--- src/rtl/debug_dump_sequencer_if.sv ---
// Bundles the debug dump controller's start/snapshot, register/memory debug read
// ports and UART TX handshake into one interface.
interface debug_dump_sequencer_if #(
    parameter int unsigned NB_DATA     = 32,
    parameter int unsigned NB_REG      = 5,
    parameter int unsigned NB_MEM_ADDR = 7,
    parameter int unsigned NB_PC       = 32
) ();
    logic                   start;
    logic [NB_PC-1:0]       pc;
    logic [NB_PC-1:0]       cycles;
    logic [NB_REG-1:0]      reg_addr;
    logic                   reg_rd;
    logic [NB_DATA-1:0]     reg_data;
    logic [NB_MEM_ADDR-1:0] mem_addr;
    logic                   mem_rd;
    logic [NB_DATA-1:0]     mem_data;
    logic                   mem_dirty;
    logic [7:0]             tx_data;
    logic                   tx_start;
    logic                   tx_done;
    logic                   busy;
    logic                   done;

    // Sequencer side.
    modport slave (
        input  start, pc, cycles, reg_data, mem_data, mem_dirty, tx_done,
        output reg_addr, reg_rd, mem_addr, mem_rd, tx_data, tx_start, busy, done
    );

    // Debug unit / register bank / memory / UART side.
    modport master (
        output start, pc, cycles, reg_data, mem_data, mem_dirty, tx_done,
        input  reg_addr, reg_rd, mem_addr, mem_rd, tx_data, tx_start, busy, done
    );
endinterface

--- src/rtl/debug_dump_sequencer.sv ---
// Post-halt dump controller: serializes PC, cycle count, register bank and dirty
// data-memory words MSB first into the UART TX, terminated by a 0xFF marker.
module debug_dump_sequencer #(
    parameter int unsigned NB_DATA     = 32,
    parameter int unsigned NB_REG      = 5,
    parameter int unsigned NB_MEM_ADDR = 7,
    parameter int unsigned NB_PC       = 32
) (
    input logic                     i_clock,
    input logic                     i_reset,
    debug_dump_sequencer_if.slave   dbg
);

    localparam int unsigned NbField = (NB_PC > NB_DATA) ? NB_PC : NB_DATA;
    // One spare byte on top so a dirty word loads as {addr, data} in one shot.
    localparam int unsigned NbSh    = NbField + 8;
    localparam int unsigned NbCnt   = $clog2(NbField / 8 + 2);

    localparam logic [NB_REG-1:0]      LastReg = '1;
    localparam logic [NB_MEM_ADDR-1:0] LastMem = '1;

    typedef enum logic [3:0] {
        StIdle,
        StSend,
        StTxWait,
        StCyc,
        StRegReq,
        StRegWait,
        StMemReq,
        StMemWait,
        StMark,
        StFin
    } state_e;

    state_e                 state_q, state_d;
    state_e                 ret_q, ret_d;
    logic [NbSh-1:0]        shreg_q, shreg_d;
    logic [NbCnt-1:0]       cnt_q, cnt_d;
    logic [NB_PC-1:0]       cyc_q, cyc_d;
    logic [NB_REG-1:0]      reg_idx_q, reg_idx_d;
    logic [NB_REG-1:0]      reg_addr_q, reg_addr_d;
    logic [NB_MEM_ADDR-1:0] mem_idx_q, mem_idx_d;
    logic [NB_MEM_ADDR-1:0] mem_addr_q, mem_addr_d;
    state_e                 mem_next;

    logic reg_rd, mem_rd, tx_start, done;

    always_ff @(posedge i_clock or negedge i_reset) begin
        if (!i_reset) begin
            state_q    <= StIdle;
            ret_q      <= StIdle;
            shreg_q    <= '0;
            cnt_q      <= '0;
            cyc_q      <= '0;
            reg_idx_q  <= '0;
            reg_addr_q <= '0;
            mem_idx_q  <= '0;
            mem_addr_q <= '0;
        end else begin
            state_q    <= state_d;
            ret_q      <= ret_d;
            shreg_q    <= shreg_d;
            cnt_q      <= cnt_d;
            cyc_q      <= cyc_d;
            reg_idx_q  <= reg_idx_d;
            reg_addr_q <= reg_addr_d;
            mem_idx_q  <= mem_idx_d;
            mem_addr_q <= mem_addr_d;
        end
    end

    always_comb begin
        state_d    = state_q;
        ret_d      = ret_q;
        shreg_d    = shreg_q;
        cnt_d      = cnt_q;
        cyc_d      = cyc_q;
        reg_idx_d  = reg_idx_q;
        reg_addr_d = reg_addr_q;
        mem_idx_d  = mem_idx_q;
        mem_addr_d = mem_addr_q;
        reg_rd     = 1'b0;
        mem_rd     = 1'b0;
        tx_start   = 1'b0;
        done       = 1'b0;
        mem_next   = (mem_idx_q == LastMem) ? StMark : StMemReq;

        unique case (state_q)
            StIdle: begin
                if (dbg.start) begin
                    shreg_d   = NbSh'(dbg.pc) << (NbSh - NB_PC);
                    cnt_d     = NbCnt'(NB_PC / 8);
                    cyc_d     = dbg.cycles;
                    reg_idx_d = '0;
                    mem_idx_d = '0;
                    ret_d     = StCyc;
                    state_d   = StSend;
                end
            end
            StSend: begin
                tx_start = 1'b1;
                state_d  = StTxWait;
            end
            StTxWait: begin
                if (dbg.tx_done) begin
                    shreg_d = shreg_q << 8;
                    cnt_d   = cnt_q - NbCnt'(1);
                    state_d = (cnt_q == NbCnt'(1)) ? ret_q : StSend;
                end
            end
            StCyc: begin
                shreg_d = NbSh'(cyc_q) << (NbSh - NB_PC);
                cnt_d   = NbCnt'(NB_PC / 8);
                ret_d   = StRegReq;
                state_d = StSend;
            end
            StRegReq: begin
                reg_rd     = 1'b1;
                reg_addr_d = reg_idx_q;
                state_d    = StRegWait;
            end
            StRegWait: begin
                shreg_d   = NbSh'(dbg.reg_data) << (NbSh - NB_DATA);
                cnt_d     = NbCnt'(NB_DATA / 8);
                ret_d     = (reg_idx_q == LastReg) ? StMemReq : StRegReq;
                reg_idx_d = reg_idx_q + NB_REG'(1);
                state_d   = StSend;
            end
            StMemReq: begin
                mem_rd     = 1'b1;
                mem_addr_d = mem_idx_q;
                state_d    = StMemWait;
            end
            StMemWait: begin
                if (mem_idx_q != LastMem) begin
                    mem_idx_d = mem_idx_q + NB_MEM_ADDR'(1);
                end
                if (dbg.mem_dirty) begin
                    shreg_d = NbSh'({8'(mem_idx_q), dbg.mem_data}) << (NbSh - NB_DATA - 8);
                    cnt_d   = NbCnt'(NB_DATA / 8 + 1);
                    ret_d   = mem_next;
                    state_d = StSend;
                end else begin
                    state_d = mem_next;
                end
            end
            StMark: begin
                shreg_d = NbSh'(8'hFF) << (NbSh - 8);
                cnt_d   = NbCnt'(1);
                ret_d   = StFin;
                state_d = StSend;
            end
            StFin: begin
                done    = 1'b1;
                state_d = StIdle;
            end
            default: state_d = StIdle;
        endcase
    end

    // Read addresses show the live index only while requesting, then hold it.
    assign dbg.reg_addr = (state_q == StRegReq) ? reg_idx_q : reg_addr_q;
    assign dbg.mem_addr = (state_q == StMemReq) ? mem_idx_q : mem_addr_q;
    assign dbg.reg_rd   = reg_rd;
    assign dbg.mem_rd   = mem_rd;
    assign dbg.tx_data  = shreg_q[NbSh-1 -: 8];
    assign dbg.tx_start = tx_start;
    assign dbg.busy     = (state_q != StIdle);
    assign dbg.done     = done;

endmodule

--- src/flat_wrapper.sv ---
// flat-port wrapper written by rule: the top's interface ports become plain ports
module debug_dump_sequencer_flat 
#(
    parameter int unsigned NB_DATA     = 32,
    parameter int unsigned NB_REG      = 5,
    parameter int unsigned NB_MEM_ADDR = 7,
    parameter int unsigned NB_PC       = 32
)
  (i_clock, i_reset, dbg_start, dbg_pc, dbg_cycles, dbg_reg_data, dbg_mem_data, dbg_mem_dirty, dbg_tx_done, dbg_reg_addr, dbg_reg_rd, dbg_mem_addr, dbg_mem_rd, dbg_tx_data, dbg_tx_start, dbg_busy, dbg_done);
  debug_dump_sequencer_if #(.NB_DATA(NB_DATA), .NB_REG(NB_REG), .NB_MEM_ADDR(NB_MEM_ADDR), .NB_PC(NB_PC)) dbg_i ();
  input logic i_clock;
  input logic i_reset;
  input wire logic [$bits(dbg_i.start)-1:0] dbg_start;
  input wire logic [$bits(dbg_i.pc)-1:0] dbg_pc;
  input wire logic [$bits(dbg_i.cycles)-1:0] dbg_cycles;
  input wire logic [$bits(dbg_i.reg_data)-1:0] dbg_reg_data;
  input wire logic [$bits(dbg_i.mem_data)-1:0] dbg_mem_data;
  input wire logic [$bits(dbg_i.mem_dirty)-1:0] dbg_mem_dirty;
  input wire logic [$bits(dbg_i.tx_done)-1:0] dbg_tx_done;
  output wire logic [$bits(dbg_i.reg_addr)-1:0] dbg_reg_addr;
  output wire logic [$bits(dbg_i.reg_rd)-1:0] dbg_reg_rd;
  output wire logic [$bits(dbg_i.mem_addr)-1:0] dbg_mem_addr;
  output wire logic [$bits(dbg_i.mem_rd)-1:0] dbg_mem_rd;
  output wire logic [$bits(dbg_i.tx_data)-1:0] dbg_tx_data;
  output wire logic [$bits(dbg_i.tx_start)-1:0] dbg_tx_start;
  output wire logic [$bits(dbg_i.busy)-1:0] dbg_busy;
  output wire logic [$bits(dbg_i.done)-1:0] dbg_done;
  assign dbg_i.start = dbg_start;
  assign dbg_i.pc = dbg_pc;
  assign dbg_i.cycles = dbg_cycles;
  assign dbg_i.reg_data = dbg_reg_data;
  assign dbg_i.mem_data = dbg_mem_data;
  assign dbg_i.mem_dirty = dbg_mem_dirty;
  assign dbg_i.tx_done = dbg_tx_done;
  assign dbg_reg_addr = dbg_i.reg_addr;
  assign dbg_reg_rd = dbg_i.reg_rd;
  assign dbg_mem_addr = dbg_i.mem_addr;
  assign dbg_mem_rd = dbg_i.mem_rd;
  assign dbg_tx_data = dbg_i.tx_data;
  assign dbg_tx_start = dbg_i.tx_start;
  assign dbg_busy = dbg_i.busy;
  assign dbg_done = dbg_i.done;
  debug_dump_sequencer #(.NB_DATA(NB_DATA), .NB_REG(NB_REG), .NB_MEM_ADDR(NB_MEM_ADDR), .NB_PC(NB_PC)) u_core (.i_clock(i_clock), .i_reset(i_reset), .dbg(dbg_i));
endmodule
--- config.mk ---
export PLATFORM = sky130hd
export DESIGN_NAME = debug_dump_sequencer_flat
export DESIGN_NICKNAME = d
export VERILOG_FILES = /design/src/rtl/debug_dump_sequencer_if.sv /design/src/rtl/debug_dump_sequencer.sv /design/src/flat_wrapper.sv
export SDC_FILE = /design/constraint.sdc
export NUM_CORES = 1
export LEC_CHECK = 0
export ABC_AREA = 1
export CAP_MARGIN = 25
export CORE_UTILIZATION = 35
export DETAILED_ROUTE_END_ITERATION = 8
export PLACE_DENSITY = 0.6
export SYNTH_ARGS = -nofsm -noshare
export SYNTH_HDL_FRONTEND = slang
export SYNTH_SLANG_ARGS = --single-unit
--- constraint.sdc ---
create_clock -name i_clock -period 2.7 [get_ports i_clock]
set_input_delay 0.54 -clock i_clock [delete_from_list [all_inputs] [get_ports i_clock]]
set_output_delay 0.54 -clock i_clock [all_outputs]
set_load 0.01 [all_outputs]
==> results.sh <==
export IMPL_status="finished clean"
export IMPL_drc=0
export IMPL_dp_hpwl_mm=12.9
export IMPL_crit_required_ns=2.16
export IMPL_max_slew_margin_pct=56.4
export IMPL_critPathArrivalTime_ns=2.07
export IMPL_wl_per_cell_um=14.8
export IMPL_min_path_type="in2async"
export IMPL_synth_area_um2=5980
export IMPL_syn_nets=1017
export IMPL_fin_skew_ns=0.00498
export IMPL_crit_fanout=9
export IMPL_swShare_pct=42.1
export IMPL_synth_distinct_cells=31
export IMPL_critPathLaunchType="flop"
export IMPL_pwr_share_seq_pct=36.7
export IMPL_post_route_min_period_ns=2.61
export IMPL_yosys_warnings=0
export IMPL_path_cells="nor2_4 > inv_1 > nor2_4 > inv_2 > o21ai_1 > clkdlybuf4s50_1"
export IMPL_timing_final_crit_share_pct=96.7
export IMPL_drt_pass1_iter_count=6
export IMPL_clock_latency_ns=0.36
export IMPL_drive_above_1_share_pct=6.56
export IMPL_post_dp_cell_area_um2=7700
export IMPL_cpMostUsedCell="nor2_4"
export IMPL_cp_slowest_cell="clkdlybuf4s50_1"
export IMPL_fillCellCount=1716
export IMPL_slew_viol_final=0
export IMPL_via_count=5753
export IMPL_die_height_um=133
export IMPL_powerDensity_nw_per_um2=835
export IMPL_cts_buffers=9
export IMPL_track_usage_pct=21.6
export IMPL_p_leak_nw=4.21
export IMPL_synth_compound_area_share_pct=2.91
export IMPL_synth_adder_area_share_pct=1.05
export IMPL_clock_path_buffers=2
export IMPL_layout_commonest_cell="nand2_1"
export IMPL_synth_cells=879
export IMPL_fin_area_um2=8030
export IMPL_antenna_found_initial=0
export IMPL_setup_viol=0
export IMPL_yosysSeqAreaShare_pct=44.8
export IMPL_port_buffers=157
export IMPL_cts_hold_fix_buffers=0
export IMPL_area_delta_synth_final_pct=34.4
export IMPL_cp_top_family="buffers and inverters"
export IMPL_max_stage_delay_ns=0.56
export IMPL_fmax_mhz=383
export IMPL_layout_common_cells="nand2_1, clkdlybuf4s50_1, dfrtp_1, nand3_1, nor2_1"
export IMPL_ant_nets=0
export IMPL_ys_ff_latch=107
export IMPL_die_area_um2=17600
export IMPL_drt_initial_drc_count=367
export IMPL_fin_nets=1155
export IMPL_yosys_mux_area_fraction_pct=0
export IMPL_synth_xor_area_share_pct=0.440
export IMPL_rows=47
export IMPL_grt_overflow_total=0
export IMPL_grt_max_degree=46
export IMPL_synth_top_family_by_area="simple AND/OR/NAND/NOR gates"
export IMPL_register_area_um2=2680
export IMPL_core_area_um2=16600
export IMPL_initial_core_util_pct=35.9
export IMPL_cts_setup_buffers=0
export IMPL_multi_input_comb_area_um2=2910
export IMPL_clkPwrFrac_pct=19.3
export IMPL_htree_levels=3
export IMPL_switching_power_w=0.00282
export IMPL_wl_mm=18.4
export IMPL_maxCapViolCount=0
export IMPL_io_pins=158
export IMPL_reg2reg_slack_ns=0.50
export IMPL_grt_pass1_wl_mm=29.5
export IMPL_vdd_drop_max_uv=490
export IMPL_crit_type="reg2out"
export IMPL_worst_pin_slew_ns=0.654
export IMPL_avgViaCountPerCell=4.63
export IMPL_die_w_um=133
export IMPL_p_comb_share_pct=44.0
export IMPL_endpoint_kind="output pin"
export IMPL_final_hold_viol_count=0
export IMPL_antenna_cells=0
export IMPL_routabilityCongestion=0.847
export IMPL_cts_root_buf="clkbuf_16"
export IMPL_cts_sinks=107
export IMPL_p_int_w=0.00388
export IMPL_cp_num_buf_inv=3
export IMPL_syn_area_per_cell_um2=6.80
export IMPL_cts_tree="yes"
export IMPL_clk_pin_slew_worst_paths_ns=0.07
export IMPL_setup_tns_final_ns=0
export IMPL_grt_pass1_vias=5540
export IMPL_synthSimpleGateAreaFrac_pct=43.7
-- cells by family (layout without fill, tap and decap cells) --
| logic type | count (synthesis) | in the layout |
|---|---|---|
| buf+inv | 82 | 225 |
| fa+ha+maj | 5 | 5 |
| compound gates | 30 | 30 |
| xor+xnor | 3 | 3 |
| flops | 107 | 107 |
| simple gates | 652 | 652 |
-- timing repair --
item                       CTS  global route
cloned                       0             0
setup endpoints to repair    9            12
gates resized for setup     13             8
-- per-layer routing --
| layer | track usage [%] | vias up | wire length [um] |
|---|---|---|---|
| li1 | - | 2975 | - |
| met1 | 30.1 | 2584 | 8690 |
| met2 | 33.9 | 176 | 8220 |
| met3 | 5.17 | 18 | 1200 |
| met4 | 4.98 | 0 | 267 |
| met5 | 0 | - | 0 |
-- worst paths after layout --
check,from,end,depth (start not counted)
worst min register to register,u_core.ret_q[1]$_DFFE_PN0P_,u_core.ret_q[1]$_DFFE_PN0P_,2
worst min-delay path,i_reset,u_core.reg_addr_q[2]$_DFF_PN0_,1
min in group i_clock,u_core.ret_q[1]$_DFFE_PN0P_,u_core.ret_q[1]$_DFFE_PN0P_,2
max in group asynchronous,i_reset,u_core.cyc_q[18]$_DFFE_PN0P_,2
worst max-delay path,u_core.state_q[1]$_DFFE_PN0P_,dbg_reg_addr[2],6
worst max register to register,u_core.state_q[1]$_DFFE_PN0P_,u_core.shreg_q[2]$_DFFE_PN0P_,9
-- stage by stage --
step                      std cells  utilization, %  hold slack, ns  total power (W)  setup WS, ns
after CTS                      1241            48.1           0.224          0.00675       0.00172
after detailed placement       1225            46.3           0.459          0.00541         0.213
after floorplan                 879               -           0.244          0.00456         0.570
final                          1242            48.3           0.205          0.00671        0.0882
after global routing           1242            48.3           0.233          0.00728       -0.0134
after global placement         1225            46.3           0.455          0.00539         0.228
-- worst reg2reg max path, stage by stage, from the launching register on --
cell and delay [ns]:
dfrtp_1 0.51, nand2_2 0.14, nor2_4 0.14, buf_4 0.41, nand2_1 0.16, nand3_2 0.14
inv_2 0.06, nand2_4 0.38, nand2_1 0.12, nand2_1 0.09
-- flip-flops by register name (all words and copies together), names as in the netlist --
register / flops
u_core.cyc_q: 32
u_core.state_q: 4
u_core.cnt_q: 3
u_core.ret_q: 4
u_core.reg_addr_q: 5
u_core.shreg_q: 40
u_core.mem_idx_q: 7
u_core.reg_idx_q: 5
u_core.mem_addr_q: 7
-- synth_stat cells (all sizes together) --
cell / instances / area (um^2)
nand2: 508 / 1930
dfrtp: 107 / 2680
nor2: 72 / 308
nand3: 68 / 345
inv: 36 / 135
buf: 35 / 246
o21ai: 18 / 90.1
clkbuf: 10 / 37.5
a21oi: 5 / 36.3
ha: 5 / 62.6
nand3b: 3 / 26.3
o22ai: 3 / 18.8
xnor2: 2 / 17.5
a31oi: 1 / 6.26
clkinv: 1 / 3.75
nand4: 1 / 6.26
o211ai: 1 / 7.51
o21bai: 1 / 7.51
o31ai: 1 / 7.51
xor2: 1 / 8.76
-- cell type report --
class	count	area share, %
clock buffers	9	2.80
clock inverters	7	0.732
inverters	37	1.73
multi-input cells	690	36.2
flip-flops and latches	107	33.4
well taps	220	3.43
repair buffers	172	21.7
-- power by group through the flow --
stage	registers [W]	clock network, W	logic (W)
2_1_floorplan	0.00239	0	0.00216
3_3_place_gp	0.00247	0	0.00292
3_5_place_dp	0.00247	0	0.00294
4_1_cts	0.00245	0.00134	0.00295
5_1_grt	0.00253	0.00140	0.00336
6_report	0.00246	0.00129	0.00295
Note: power is estimated with default switching activity, not from simulation.
